### config.mk
export PLATFORM = sky130hd
export DESIGN_NAME = eth_byte_packer
export DESIGN_NICKNAME = d
export VERILOG_FILES = /design/src/rtl/eth_pkg.sv /design/src/rtl/eth_pack_obuf.sv /design/src/rtl/eth_byte_packer.sv
export SDC_FILE = /design/constraint.sdc
export NUM_CORES = 1
export LEC_CHECK = 0
export BUFFER_PORTS_ARGS = -buffer_cell sky130_fd_sc_hd__buf_2
export CAP_MARGIN = 20
export CORE_AREA = 2 2 89 91
export DETAILED_ROUTE_END_ITERATION = 16
export DIE_AREA = 0 0 91 93
export HOLD_SLACK_MARGIN = 0.02
export PLACE_DENSITY = 0.88
export SYNTH_ARGS = -nofsm -noshare
export SYNTH_HDL_FRONTEND = slang
export SYNTH_SLANG_ARGS = --single-unit
### constraint.sdc
create_clock -name wclki -period 9.5 [get_ports wclki]
set_clock_uncertainty 0.2 [all_clocks]
set_input_delay 0 -clock wclki [delete_from_list [all_inputs] [get_ports wclki]]
set_output_delay 0 -clock wclki [all_outputs]
set_load 0.01 [all_outputs]
### src/rtl/eth_pkg.sv
// eth_pkg: shared constants, state type and word layout for the Ethernet byte packer
package eth_pkg;
  localparam int ETH_PACK_NB = 4;
  function automatic int pack_cw(input int nb);
    return $clog2(nb) + 1;
  endfunction
  function automatic int pack_ow(input int nb);
    return 8 * nb + pack_cw(nb) + 1;
  endfunction
  typedef enum logic {FILL, DONE} pack_state_t;
  localparam int ETH_PACK_DATA_OFS = 0;
  localparam int ETH_PACK_CNT_OFS = ETH_PACK_DATA_OFS + 8 * ETH_PACK_NB;
  localparam int ETH_PACK_LAST_OFS = pack_ow(ETH_PACK_NB) - 1;
endpackage

### src/rtl/eth_pack_obuf.sv
// eth_pack_obuf: output word holder feeding the CDC FIFO write port, plus frame counter
module eth_pack_obuf
  import eth_pkg::*;
#(
  parameter int OW = pack_ow(ETH_PACK_NB),
  parameter int CNTW = 16
) (
  input  logic            wclki,
  input  logic            aclri,
  input  logic            load,
  input  logic [OW-1:0]   din,
  input  logic            fullo,
  output logic            wei,
  output logic [OW-1:0]   wdatai,
  output logic            obuf_valid,
  output logic [CNTW-1:0] frames_o
);
  assign wei = obuf_valid && !fullo;
  always_ff @(posedge wclki or posedge aclri)
    if (aclri) begin
      wdatai <= '0;
      obuf_valid <= 1'b0;
      frames_o <= '0;
    end else begin
      if (load) begin
        wdatai <= din;
        obuf_valid <= 1'b1;
      end else if (wei) obuf_valid <= 1'b0;
      if (wei && wdatai[OW-1]) frames_o <= frames_o + CNTW'(1);
    end
endmodule

### src/rtl/eth_byte_packer.sv
// eth_byte_packer: packs a framed byte stream into tagged words for the CDC FIFO write side
module eth_byte_packer
  import eth_pkg::*;
#(
  parameter int NB = ETH_PACK_NB,
  parameter int CNTW = 16,
  localparam int CW = pack_cw(NB),
  localparam int OW = pack_ow(NB)
) (
  input  logic            aclri,
  input  logic            wclki,
  input  logic            s_tvalid,
  input  logic [7:0]      s_tdata,
  input  logic            s_tlast,
  output logic            s_tready,
  input  logic            s_tabort,
  output logic            wei,
  output logic [OW-1:0]   wdatai,
  input  logic            fullo,
  output logic [CNTW-1:0] frames_o,
  output logic [CNTW-1:0] aborts_o
);
  localparam int IW = $clog2(NB);
  pack_state_t state, state_n;
  logic [IW-1:0] idx;
  logic [8*NB-1:0] acc_data, base;
  logic [CW-1:0] acc_cnt;
  logic acc_last, accept, xfer, comp, obuf_valid;
  assign accept = s_tvalid && s_tready;
  assign comp = accept && !s_tabort && (s_tlast || idx == IW'(NB - 1));
  // a byte accepted during the transfer cycle lands in a freshly cleared accumulator
  assign base = xfer ? '0 : acc_data;
  always_ff @(posedge wclki or posedge aclri)
    if (aclri) state <= FILL;
    else state <= state_n;
  always_comb state_n = comp ? DONE : (state == FILL || xfer) ? FILL : state;
  always_comb begin
    xfer = state == DONE && (!obuf_valid || wei);
    s_tready = state == FILL || xfer;
  end
  always_ff @(posedge wclki or posedge aclri)
    if (aclri) begin
      acc_data <= '0;
      idx <= '0;
      acc_cnt <= '0;
      acc_last <= 1'b0;
      aborts_o <= '0;
    end else if (accept && s_tabort) begin
      acc_data <= '0;
      idx <= '0;
      aborts_o <= aborts_o + CNTW'(1);
    end else if (accept) begin
      acc_data <= base | ({{8*(NB-1){1'b0}}, s_tdata} << {idx, 3'b000});
      idx <= comp ? '0 : idx + IW'(1);
      acc_cnt <= CW'(idx) + CW'(1);
      acc_last <= s_tlast;
    end else if (xfer) acc_data <= '0;
  eth_pack_obuf #(.OW(OW), .CNTW(CNTW)) u_obuf (
    .wclki(wclki),
    .aclri(aclri),
    .load(xfer),
    .din({acc_last, acc_cnt, acc_data}),
    .fullo(fullo),
    .wei(wei),
    .wdatai(wdatai),
    .obuf_valid(obuf_valid),
    .frames_o(frames_o)
  );
endmodule

==> results.md <==
- H-tree depth: 3
- Final WL: 9160 µm
- # DRC: 0
- Synthesized area: 4340 µm²
- Final period util: 23.2%
- Ys Warns: 0
- Hold path start: u_obuf.frames_o[15]
- Hold WC Path Type: reg -> reg
- Relative slew slack: 51.6%
- Syn nets: 374
- Vias in the first global route: 3104
- Flops & latches, synth: 108
- Total power: 1.02 mW
- Flop2flop setup slack: 7.29 ns
- P_leak: 2.64 nW
- Clock buffer depth: 2
- Placement-stage cell area: 4830 µm²
- Antenna violations before repair: 0
- Multi-input gate area: 1560 µm²
- Layout cells sized above 1: 32.8%
- Core area: 7530 µm²
- Final setup viols: 0
- Fin nets: 473
- Startpoint Class: flop
- Cts bufs inserted: 9
- Area of the die: 8460 µm²
- Drt pass-1 iters: 4
- Port Buffers: 83
- Largest net degree at the start of global routing: 89
- Tmin final: 2.21 ns
- Worst Reg-to-Reg Cells: 6
- Drt wl/cell: 16.3 µm
- Final TNS setup: 0 ns
- Post-CTS setup buffers: 0
- Uppermost layer routed: met4
- Clk_lat worst skew: 0.36 ns
- Adder-cell area share of the yosys netlist: 0.866%
- # IOs: 84
- TritonCTS Sinks: 108
- M1 WL: 3820 µm
- Sequential share of the synthesized area: 62.3%
- Register area: 2700 µm²
- Post-synthesis xor/xnor area fraction: 6.06%
- # Max-Cap Violations: 0
- Worst Tran Pin Value: 0.727 ns
- Status: finished, final reports clean
- Routability cong.: 0.820
- Initial Util: 57.6%
- R2R Path Start: u_obuf.obuf_valid
- FILL cells: 543
- GRT Util Overall: 22.5%
- Worst-path fanout max: 6
- Largest family of logic cells by synthesized area: simple AND/OR/NAND/NOR gates
- Setup crit end kind: flop
- Die Wd: 91 µm
- DIE HEIGHT: 93 µm
- Crit path required time: 9.60 ns
- Hold Crit Depth: 1
- Mapped Avg Cell Area: 12.1 µm²
- Peak VDD IR: 133 µV
- Endpoints failing hold: 0
- Mux contribution to synthesized area: 10.1%
- Overflow after GRT: 0
- Kind of critical path: reg -> reg
- Synth Instances: 357
- Post-route cell area: 5250 µm²
- FF-to-FF End: idx[0]
- Compound-Gate Fraction of Synth Area: 5.22%
- Met2 wire len: 4610 µm
- CTS root buf: clkbuf_8
- Distinct cells, synth: 33
- Metal3 WL: 506 µm
- Area growth, synth to finish: 21.1%
- Final Max Slew Viols: 0
- First-pass GRT wire length: 15000 µm
- Fmax achieved: 453 MHz
- Clock transition at the registers of the reported paths: 0.10 ns
- CP arrival: 2.31 ns
- Detailed Route Iter0 Violations: 231
- Synthesized-area fraction occupied by and/or/nand/nor cells: 13.6%
- Post-layout util: 69.8%
- Unrepaired setup endpoints after global routing: no
- HPWL Detailed: 5920 µm
- Vias: 3133
- Ant diodes: 0
- Final antenna-violating net count: 0
- CTS tree: built
- Hold Path End: u_obuf.frames_o[15]
- # resized after CTS: 0
- Row count: 32
- Via/cell ratio: 5.56
- Power density over the cells: 194 nW/µm²
## synthesized netlist by cell type, drive strengths merged
library cell / instances / share of area [%]
nand3: 10 / 1.2
nand2: 62 / 5.4
ha: 3 / 0.87
and2: 4 / 0.61
nand4: 13 / 1.9
and3: 1 / 0.26
nor2b: 1 / 0.14
xnor2: 22 / 4.4
o22ai: 30 / 4.3
or2: 1 / 0.14
nor3: 4 / 0.58
inv: 4 / 0.35
nand3b: 4 / 0.69
o21ai: 4 / 0.46
buf: 7 / 0.78
xor2: 8 / 1.6
nand4b: 1 / 0.20
clkbuf: 8 / 0.69
dfrtp: 108 / 62
and4: 1 / 0.20
nor2: 11 / 0.95
nand2b: 2 / 0.35
a21oi: 2 / 0.23
mux2: 39 / 10
or3: 2 / 0.29
or4b: 1 / 0.32
nor4: 3 / 0.43
o41ai: 1 / 0.20
## sequential cells by signal (all words and copies together), names as in the netlist
| register | flops |
|---|---|
| u_obuf.wdatai | 36 |
| idx | 2 |
| u_obuf.obuf_valid | 1 |
| acc_data | 32 |
| u_obuf.frames_o | 16 |
| acc_last | 1 |
| acc_cnt | 3 |
| state | 1 |
| aborts_o | 16 |
## worst max-delay path, cell delays in order, from the launching register on
cell           delay [ns]
dfrtp_1              0.41
and3_4               0.20
inv_2                0.09
and2_1               0.28
nand2b_2             0.13
o41ai_1              0.25
dlygate4sd3_1        0.59
## metrics by stage
step	hold WS [ns]	setup slack, ns	instances
floorplan	-0.149	6.45	357
global placement	-0.244	7.22	529
detailed placement	-0.240	7.13	529
CTS	0.258	7.10	561
global route	0.283	7.19	563
finish	0.271	7.29	563
## cells by family after synthesis
logic type	count (synthesis)
AOI/OAI and AO/OA	37
and+or+nand+nor	121
adders and majority gates	3
muxes	39
buffers and inverters	19
DFF	108
xor gates and xnor gates	30
## final cells by class
| cell class | instances | area share [%] |
|---|---|---|
| Sequential cell | 108 | 51.5 |
| Multi-Input combinational cell | 230 | 29.6 |
| Timing Repair Buffer | 103 | 12.3 |
| Tap cell | 102 | 2.43 |
| Clock buffer | 9 | 2.36 |
| Clock inverter | 7 | 1.48 |
| Inverter | 4 | 0.334 |
## layout by cell type, fill, tap and decap left out, types with 2 or more instances in the layout
cell and n:
dfrtp_1 108, buf_2 83, nand2_1 61, mux2_2 39
o22ai_1 30, xnor2_1 22, dlygate4sd3_1 16, nand4_1 13
nor2_1 11, nand3_1 10, clkbuf_8 9, xor2_1 8
nand3b_1 4, o21ai_0 4, clkinv_4 4, and2_1 3
nor4_1 3, nor3_1 3, ha_1 3, inv_1 2
a21oi_1 2, or3_1 2, buf_16 2, buf_4 2
## power breakdown
group / internal, mW / switching (mW) / total, mW
Sequential: 0.514 / 0.0489 / 0.563
Combinational: 0.0823 / 0.0921 / 0.174
Clock: 0.123 / 0.155 / 0.279
## worst max-delay path by stage
stage | from | endpoint | slack (ns) | depth (start not counted)
after CTS | u_obuf.obuf_valid | aborts_o[4] | 7.10 | 5
after global placement | u_obuf.obuf_valid | aborts_o[4] | 7.22 | 5
after detailed placement | u_obuf.obuf_valid | aborts_o[4] | 7.13 | 5
after global routing | u_obuf.obuf_valid | idx[0] | 7.19 | 6
after floorplan | aclri | aborts_o[0] | 6.45 | 1
final | u_obuf.obuf_valid | idx[0] | 7.29 | 6
## timing repair
item                                   in CTS  in global routing
endpoints found under the hold margin      70                  0
hold buffers                               16                  0
setup endpoints to repair                   0                  0
## per-layer routing
metal | GRT usage [%] | up-vias
li1 | - | 1439
met1 | 29.8 | 1561
met2 | 37.0 | 111
met3 | 3.30 | 22
met4 | 10.6 | 0
met5 | 0 | -
(Power assumes the default switching activity.)
